[config.mk]
export PLATFORM = sky130hd
export DESIGN_NAME = instr_fetch
export DESIGN_NICKNAME = d
export VERILOG_FILES = /design/src/rtl/def.sv /design/src/rtl/instr_fetch_if_pc_gen.sv /design/src/rtl/instr_fetch.sv
export VERILOG_INCLUDE_DIRS = /design/src /design/src/rtl
export SDC_FILE = /design/constraint.sdc
export NUM_CORES = 1
export LEC_CHECK = 0
export ABC_AREA = 0
export BUFFER_PORTS_ARGS = -buffer_cell sky130_fd_sc_hd__buf_2
export CAP_MARGIN = 20
export CORE_MARGIN = 2
export CORE_UTILIZATION = 50
export CTS_CLUSTER_SIZE = 20
export DETAILED_ROUTE_END_ITERATION = 7
export GPL_TIMING_DRIVEN = 0
export HOLD_SLACK_MARGIN = 0.03
export PLACE_DENSITY = 0.83
export SLEW_MARGIN = 20
export SYNTH_ARGS = -nofsm -noshare
export SYNTH_HDL_FRONTEND = slang
export SYNTH_SLANG_ARGS = --single-unit
[constraint.sdc]
create_clock -name clk -period 3.1 [get_ports clk]
set_clock_uncertainty 0.1 [all_clocks]
set_input_delay 0.155 -clock clk [delete_from_list [all_inputs] [get_ports clk]]
set_output_delay 0.155 -clock clk [all_outputs]
set_load 0.01 [all_outputs]
[src/rtl/param.sv]
// Global sizing macros shared by the fetch slice and instruction memory.
`ifndef PARAM_SV
`define PARAM_SV
`define Width 32
`define logDepthMem 10
`define depthMem 1024
`endif

[src/rtl/def.sv]
// Shared types for the fetch stage: instruction word type, fetch FSM states, reset PC.
`include "param.sv"
package def;
  typedef logic [`Width-1:0] instrType;

  typedef enum logic [1:0] {
    IDLE,
    RUN,
    HALT
  } fetchState;

  localparam logic [31:0] RESET_PC_DEFAULT = 32'h0000_0000;
  localparam int LOG_DEPTH_MEM = `logDepthMem;
endpackage

[src/rtl/instr_fetch_if_pc_gen.sv]
// Next-pc selection for fetch: redirect (word aligned) beats +4 advance beats hold.
module if_pc_gen (
  input  logic [31:0] pc,
  input  logic        fetch,
  input  logic        redirect_valid,
  input  logic [31:0] redirect_pc,
  output logic [31:0] pc_next,
  output logic        misalign
);

  always_comb begin
    pc_next = pc;
    if (redirect_valid) begin
      pc_next = redirect_pc & ~32'h3;
    end else if (fetch) begin
      pc_next = pc + 32'd4;
    end
  end

  assign misalign = redirect_valid && (redirect_pc[1:0] != 2'b00);

endmodule

[src/rtl/instr_fetch.sv]
// Instruction fetch stage: one-word-per-cycle fetch with stall, redirect flush and halt.
module instr_fetch
  import def::*;
#(
  parameter logic [31:0] RESET_PC = RESET_PC_DEFAULT
) (
  input  logic                     clk,
  input  logic                     rst,
  output logic [LOG_DEPTH_MEM-1:0] instrAddress,
  input  instrType                 instr,
  output instrType                 if_instr,
  output logic [31:0]              if_pc,
  output logic                     if_valid,
  input  logic                     id_ready,
  input  logic                     redirect_valid,
  input  logic [31:0]              redirect_pc,
  input  logic                     halt,
  output logic                     misalign_err
);

  fetchState   state, state_nxt;
  logic [31:0] pc;
  logic [31:0] pc_next;
  logic        misalign;
  logic        fetch;

  assign instrAddress = pc[LOG_DEPTH_MEM+1:2];

  // Halt suppresses the fetch in the same cycle it is raised.
  assign fetch = (state == RUN) && (!if_valid || id_ready) && !redirect_valid && !halt;

  if_pc_gen u_pc_gen (
    .pc            (pc),
    .fetch         (fetch),
    .redirect_valid(redirect_valid),
    .redirect_pc   (redirect_pc),
    .pc_next       (pc_next),
    .misalign      (misalign)
  );

  always_comb begin
    state_nxt = state;
    case (state)
      IDLE:    state_nxt = RUN;
      RUN:     if (halt) state_nxt = HALT;
      HALT:    if (redirect_valid && !halt) state_nxt = RUN;
      default: state_nxt = IDLE;
    endcase
  end

  always_ff @(posedge clk or negedge rst) begin
    if (!rst) begin
      state        <= IDLE;
      pc           <= RESET_PC;
      if_valid     <= 1'b0;
      if_instr     <= '0;
      if_pc        <= 32'h0;
      misalign_err <= 1'b0;
    end else begin
      state <= state_nxt;
      pc    <= pc_next;
      if (misalign) misalign_err <= 1'b1;
      // Flush wins over everything; otherwise refill, or drop a consumed word.
      if (redirect_valid) begin
        if_valid <= 1'b0;
      end else if (fetch) begin
        if_instr <= instr;
        if_pc    <= pc;
        if_valid <= 1'b1;
      end else if (id_ready) begin
        if_valid <= 1'b0;
      end
    end
  end

endmodule

==> parameters.txt, run 1 <==
Parameter                              Value

Critical path
  Maximum fanout count along the critical path ... 10
  Data required time at the worst endpoint ... 3.24 ns
  Slowest cell delay on critical path ... 0.48 ns
  Critical path class ... reg -> reg
  Crit path capture type ... flop
  Critical Path Start Type ... flop
  CP max-delay cell ... sky130_fd_sc_hd__nor3_2
  Critical Path, Cell by Cell ... or3b_1 -> buf_6 -> nor3_2 -> buf_2 -> mux2_2
  Arrival time of data at the critical path endpoint ... 2.54 ns

Clock tree
  Clock tree buffer depth ... 2
  Hold buffer count at CTS ... 65
  Deepest level of the CTS H-tree ... 3
  Post-CTS Setup Repair Bufs ... 0
  Number of clock sinks seen by CTS ... 96
  Cts bufs inserted ... 9
  Worst skew pair latency ... 0.35 ns
  TritonCTS clock tree ... done
  Master cell of the clock root buffer ... sky130_fd_sc_hd__clkbuf_8
  Post-cts sizing count ... 0
  Clock slew at the register clock pins of the worst setup and hold paths ... 0.09 ns

Routing
  Remaining antenna violation count after routing ... 0
  Number of vias per cell after detailed routing ... 5.469
  DRC violations left ... 0
  Drt first pass iters ... 7
  Average wire length per cell after detail routing ... 16.50 um
  Count of vias placed by the detailed router ... around 3900
  Routed wire length ... 11.68 mm
  Initial detailed-routing violation count ... 237

Logic synthesis
  Sequential share of the synthesized area ... 54.61%
  Mapped Area ... 4399 um2
  Post-synth top area cell ... sky130_fd_sc_hd__dfrtp_1
  Leading cell types by total area after synthesis ... sky130_fd_sc_hd__dfrtp_1, sky130_fd_sc_hd__mux2_2, sky130_fd_sc_hd__or4_1
  Most instantiated flip-flop cell in the synthesis netlist ... sky130_fd_sc_hd__dfrtp_1
  Number of enable-type register cells in the synthesized netlist ... 0
  Mapped Avg Cell Area ... 11.70 um2
  Cell count after synthesis ... between 300 and 400
  Count of cell types in the netlist ... 39
  Portion of synthesized cell area occupied by the leading cell type ... 54.61%
  Ys async rst share ... 100.0%
  Synthesis Warnings ... 0
  Flip-flop and latch count after synthesis ... 96

Timing
  Min Tclk post-route ... ~2.4 ns
  Sum of negative setup slack ... 0 ns
  Setup repair after global routing missed its margin ... false
  Final setup viols ... 0
  Worst Tran Pin Value ... a little over 0.6 ns
  Count of final max-slew check failures ... 0
  Maximum achievable frequency ... roughly 0.42 GHz
  Final Cycle Share ... 77.54%
  Worst relative slew slack ... about three fifths
  Tightest hold margin ... 0.06203 ns
  Endpoints failing hold ... 0

Global routing
  Via count of the first global-routing pass ... 3940
  Initial antenna violation count ... 0
  Pin count of the biggest net entering global routing ... 62
  Global-route wire length before repair ... 19.33 mm
  Total GRT Usage ... approximately a quarter
  Total global routing overflow ... 0

Final layout
  Layout net count ... 665
  Area occupied by multi-input gates ... around 1800 um2
  Fraction of layout cells with a size suffix above 1 ... 40.83%
  Number of filler cells placed in the layout ... between 600 and 700
  Register area ... 2402 um2
  Layout area overhead ... 39.42%
  Antenna diode instance count ... 0

Floorplanning
  Die height ... 97.80 um
  Horizontal die dimension ... 97.80 um
  Die outline area ... 9565 um2
  Core area ... 8636 um2
  Number of placement rows ... 34
  Starting Density ... 50.94%
  Boundary Pins ... 145

Power and ir drop
  Power per cell area ... 721.7 nW/um2
  Leakage dissipation ... 0.002719 uW
  Total power after layout ... 4427 uW
  Worst supply voltage drop on vdd ... roughly 0.36 mV

Placement
  Port Buf Inserts ... 141
  Gp weighted congestion ... 0.8336
  HPWL after DPL ... 7.708 mm

Status
  Status ... finished clean

Hold path
  Path category of the worst min-delay check ... in -> reg

Run
  Number of max-cap violations ... 0
routing by layer:
metal	GRT usage [%]	share of wire (%)	vias to the layer above
li1	-	-	1808
met1	32.42	40	1883
met2	42.28	52	150
met3	4.295	4.6	31
met4	11.22	3.2	0
met5	0	0	-
per-stage QoR:
| stage | instance area (um2) | worst slack, ns | util [%] | cells |
|---|---|---|---|---|
| after floorplan | 4403 | 0.9381 | - | 377 |
| after global placement | 5244 | 0.7425 | 60.72 | 626 |
| after detailed placement | 5278 | 0.6910 | 61.11 | 627 |
| after CTS | 6133 | 0.6767 | 71.02 | 708 |
| after global routing | 6133 | 0.5612 | 71.02 | 708 |
| final | 6133 | 0.6962 | 71.02 | 708 |
final cells by class:
class                   instances  area share, %
plain buffers                  35          3.182
clock buffers                  10          2.244
clock inverters                 6          1.102
inverters                       6         0.3672
multi-input cells             240          29.07
flip-flops and latches         96          39.17
well taps                     108          2.203
repair buffers                207          22.66
state kept, by name (all words and copies together) (netlist names):
register / cells
if_instr: 32
if_pc: 30
pc: 30
if_valid: 1
state: 2
misalign_err: 1
cells in the mapped netlist, types with 6 or more instances:
cell type                  count
sky130_fd_sc_hd__a31oi_1      18
sky130_fd_sc_hd__nand4_1      10
sky130_fd_sc_hd__clkbuf_1     13
sky130_fd_sc_hd__o21ai_0      14
sky130_fd_sc_hd__buf_2         9
sky130_fd_sc_hd__nor2_1       23
sky130_fd_sc_hd__inv_1         6
sky130_fd_sc_hd__dfrtp_1      96
sky130_fd_sc_hd__or3_1         8
sky130_fd_sc_hd__buf_4        12
sky130_fd_sc_hd__or4_1        17
sky130_fd_sc_hd__mux2_2       62
sky130_fd_sc_hd__o31ai_1      14
sky130_fd_sc_hd__xnor2_1       7
sky130_fd_sc_hd__nand3_1       9
sky130_fd_sc_hd__nand2_1      20
where the power goes:
part | internal [uW] | switching [uW]
Combinational | 850 | 734
Clock | 398 | 438
Sequential | 1720 | 291
worst max-delay path, delay by kind of cell (launching register included):
family / cells / cell delay (ns)
multiplexers: 1 / 0.38
buffers and inverters: 2 / 0.51
flip-flops: 1 / 0.42
AND/OR/NAND/NOR: 2 / 0.88
kinds of logic after synthesis:
family          after synthesis  share of synthesized area, %
xor+xnor                      8                         1.593
simple gates                109                         13.77
compound gates               54                         7.935
other cells                   1                       0.08524
mux                          66                         16.78
flops                        96                         54.61
buf+inv                      41                         4.949
fa+ha+maj                     1                        0.2844
placed cells by master (no fill, tap or decap), drive strengths merged, types with 2 or more instances in the layout:
cell type,synthesis,final
nor2,23,23
conb,1,2
o21ai,14,14
dlygate4sd3,0,65
clkinvlp,0,2
or3,8,8
or4,17,17
nand2b,4,4
mux2,62,62
nand2,20,20
nand3,9,9
a31oi,18,18
o31ai,14,14
nor4,4,4
and4,5,5
buf,22,164
mux2i,4,4
clkinv,0,2
clkbuf,13,23
nand4,10,10
nor3,3,3
o211ai,2,2
dfrtp,96,96
inv,6,7
xnor2,7,7
path summary, 6_finish.rpt:
kind / startpoint / endpoint / slack [ns] / cells past startpoint
hold reg to reg: misalign_err / misalign_err / 0.40 / 1
max in group asynchronous: rst / if_instr[21] / 2.13 / 3
setup reg to reg: state[1] / if_instr[19] / 0.70 / 5
setup / recovery: state[1] / if_instr[19] / 0.70 / 5
hold / removal: halt / state[0] / 0.06 / 3
min in group asynchronous: rst / if_pc[8] / 0.16 / 2
No activity file was read; power rests on OpenSTA's default activity.
==> inputs of run 2 (changes only) <==
Settings changed: ABC_AREA 0 to 1, CORE_UTILIZATION 50 to 47, PLACE_DENSITY 0.83 to 0.81.
Clock period 3.1 ns to 2.1 ns, I/O delays scaled along.
==> run 2 against run 1 <==
Effect of this change: cell count up 38%; die area up 16%; combinational power up 76%; clock power is 91% higher; critical path type unchanged; clock-buffer cell count shrank 1; final area grew 9.0%.
==> parameters.txt, run 2 <==
Parameter                              Value

Status
  Status ... finished clean

Placement
  HPWL after DPL ... 9.422 mm (+22%)
  Port Buf Inserts ... 142 (+0.71%)
  Gp weighted congestion ... 0.9550 (+15%)

Final layout
  Final Core Density ... 65.94% (-5.1 points)
  Number of filler cells placed in the layout ... 843 (+29%)
  Fraction of layout cells with a size suffix above 1 ... 26.13% (-15 points)
  Layout area overhead ... 38.42%
  Layout net count ... 904 (+36%)
  Most common library cell in the layout ignoring fill and taps ... sky130_fd_sc_hd__nand2_1
  Largest registers ... if_instr (32), if_pc (30), pc (30)
  Number of flip-flops under the largest register name ... 32 (unchanged)
  Commonest cells after routing, fill and taps aside ... sky130_fd_sc_hd__nand2_1, sky130_fd_sc_hd__buf_2, sky130_fd_sc_hd__dfrtp_1
  Largest Register ... if_instr

Floorplanning
  Starting Density ... 47.64% (-3.3 points)
  Horizontal die dimension ... 105.4 um (+7.7%)
  Die outline area ... 11100 um2 (+16%)
  Boundary Pins ... 145 (unchanged)
  Die height ... 105.4 um (+7.7%)
  Number of placement rows ... 37 (+8.8%)
  Core area ... 10140 um2 (+17%)

Logic synthesis
  Cell count after synthesis ... 612 (+63%)
  Mapped Area ... 4830 um2 (+9.8%)
  Synthesis Warnings ... 0 (unchanged)
  Leading cell types by total area after synthesis ... sky130_fd_sc_hd__dfrtp_1, sky130_fd_sc_hd__nand2_1, sky130_fd_sc_hd__nand3_1
  Leading post-synthesis cells by instance count ... sky130_fd_sc_hd__nand2_1, sky130_fd_sc_hd__dfrtp_1, sky130_fd_sc_hd__nor2_1
  Ys async rst share ... 100.0% (unchanged)
  Most instantiated flip-flop cell in the synthesis netlist ... sky130_fd_sc_hd__dfrtp_1
  Portion of synthesized cell area occupied by the leading cell type ... 49.74% (-4.9 points)
  Post-synth top area cell ... sky130_fd_sc_hd__dfrtp_1
  Number of enable-type register cells in the synthesized netlist ... 0 (unchanged)
  Flip-flop and latch count after synthesis ... 96 (unchanged)
  Most numerous cell in the Yosys netlist ... sky130_fd_sc_hd__nand2_1
  Count of cell types in the netlist ... 37 (-5.1%)
  Mapped Avg Cell Area ... 7.892 um2 (-33%)
  Sequential share of the synthesized area ... 49.74% (-4.9 points)

Clock tree
  Master cell of the clock root buffer ... sky130_fd_sc_hd__clkbuf_8
  Post-cts sizing count ... 0 (unchanged)
  Worst skew pair latency ... 0.37 ns (+0.02 ns)
  Post-CTS Setup Repair Bufs ... 0 (unchanged)
  Cts bufs inserted ... 9 (unchanged)
  Deepest level of the CTS H-tree ... 3 (unchanged)
  Number of clock sinks seen by CTS ... 96 (unchanged)
  Clock tree buffer depth ... 2 (unchanged)
  Clock slew at the register clock pins of the worst setup and hold paths ... 0.10 ns (about the same)
  TritonCTS clock tree ... done

Critical path
  Data required time at the worst endpoint ... 2.31 ns (-0.93 ns)
  Arrival time of data at the critical path endpoint ... 2.07 ns (-0.47 ns)
  Worst setup path startpoint ... pc[3]
  Crit path capture type ... flop
  Critical path class ... reg -> reg
  Critical Path Start Type ... flop
  Maximum fanout count along the critical path ... 6 (-4)
  Worst-case register-to-register setup slack ... 0.24 ns (-0.46 ns)
  Startpoint of the worst register-to-register path ... pc[3]

Routing
  Remaining antenna violation count after routing ... 0 (unchanged)
  DRC violations left ... 0 (unchanged)
  Routed wire length ... 14.47 mm (+24%)
  Count of vias placed by the detailed router ... 4955 (+28%)
  Average wire length per cell after detail routing ... 14.84 um (-10%)
  Initial detailed-routing violation count ... 522 (+120%)
  Number of vias per cell after detailed routing ... 5.082 (-7.1%)
  Drt first pass iters ... 6 (-1)

Timing
  Endpoints failing hold ... 0 (unchanged)
  Worst relative slew slack ... 57.97% (-0.26 points)
  Sum of negative setup slack ... 0 ns (unchanged)
  Final Cycle Share ... 88.67% (+11 points)
  Min Tclk post-route ... 1.862 ns (-0.5418 ns)
  Maximum achievable frequency ... 0.5370 GHz (+29%)
  Worst Tran Pin Value ... 0.6305 ns (+0.007342 ns)
  Count of final max-slew check failures ... 0 (unchanged)
  Final setup viols ... 0 (unchanged)
  Setup repair after global routing missed its margin ... false

Power and ir drop
  Power per cell area ... 1112 nW/um2 (+54%)
  Leakage dissipation ... 0.003495 uW (+29%)
  Worst supply voltage drop on vdd ... 0.4562 mV (+28%)
  Total power after layout ... 7435 uW (+68%)

Global routing
  Pin count of the biggest net entering global routing ... 64 (+3.2%)
  Global-route wire length before repair ... 23.09 mm (+19%)
  Initial antenna violation count ... 1 (+1)
  Total GRT Usage ... 26.33% (+1.1 points)
  Via count of the first global-routing pass ... 4721 (+20%)
  Total global routing overflow ... 0 (unchanged)

Hold path
  Path category of the worst min-delay check ... in -> async

Run
  Number of max-cap violations ... 0 (unchanged)
## run 2: cell families after synthesis
group | Yosys count | synth area share (%)
AOI/OAI and AO/OA | 62 | 7.332
xor gates and xnor gates | 6 | 1.088
adders and majority gates | 1 | 0.2590
buffers and inverters | 80 | 9.015
DFF | 96 | 49.74
other | 1 | 0.07765
and+or+nand+nor | 366 | 32.49
## run 2: layout make-up
cell class | count | area (um2) | share of cell area [%]
Buffer | 36 | 270.3 | 4.043
Tap cell | 136 | 170.2 | 2.545
Multi-Input combinational cell | 437 | 1996 | 29.85
Inverter | 44 | 165.2 | 2.471
Clock buffer | 9 | 123.9 | 1.853
Timing Repair Buffer | 210 | 1415 | 21.17
Antenna cell | 1 | 2.502 | 0.03743
Clock inverter | 6 | 140.1 | 2.096
Sequential cell | 96 | 2402 | 35.93
## run 2: path summary, 6_finish.rpt
path	to	cells past startpoint
worst max-delay path	pc[28]	9
worst min-delay path	misalign_err	2
worst max register to register	pc[28]	9
worst min register to register	if_pc[11]	2
max in group asynchronous	if_pc[21]	3
min in group clk	pc[31]	6
## run 2: repair_timing
item / CTS / global route
endpoints found under the setup margin: 0 / 0
hold endpoints to repair: 161 / 0
hold buffers: 67 / 0
## run 2: through the flow
| step | instances | worst slack [ns] | hold WS, ns | instance area, um2 |
|---|---|---|---|---|
| floorplan | 613 | 0.5922 | -0.2906 | 4833 |
| finish | 975 | 0.2380 | 0.07596 | 6685 |
| global placement | 891 | -0.1537 | 0.1979 | 5714 |
| detailed placement | 892 | 0.3059 | -0.08687 | 5748 |
| CTS | 974 | 0.2823 | 0.07669 | 6683 |
| global route | 975 | 0.1394 | 0.1001 | 6685 |
## run 2: power by group
group	internal (uW)	switching, uW
logic	1170	1600
clock network	918	679
registers	2550	509
## run 2: layer usage
| metal | GRT usage, % | routed length, um |
|---|---|---|
| met1 | 33.80 | 5914 |
| met2 | 43.73 | 7186 |
| met3 | 4.267 | 906 |
| met4 | 12.00 | 459 |
| met5 | 0 | 0 |
## run 2: worst max-delay path, stage by stage (launching register included)
cell and delay (ns):
sky130_fd_sc_hd__dfrtp_1 0.49, sky130_fd_sc_hd__ha_1 0.24, sky130_fd_sc_hd__nand2_2 0.09, sky130_fd_sc_hd__nor2_4 0.21
sky130_fd_sc_hd__nand3_2 0.10, sky130_fd_sc_hd__clkinv_1 0.12, sky130_fd_sc_hd__nand3_1 0.12, sky130_fd_sc_hd__nor2_1 0.20
sky130_fd_sc_hd__nor2_1 0.08, sky130_fd_sc_hd__nand2_1 0.06
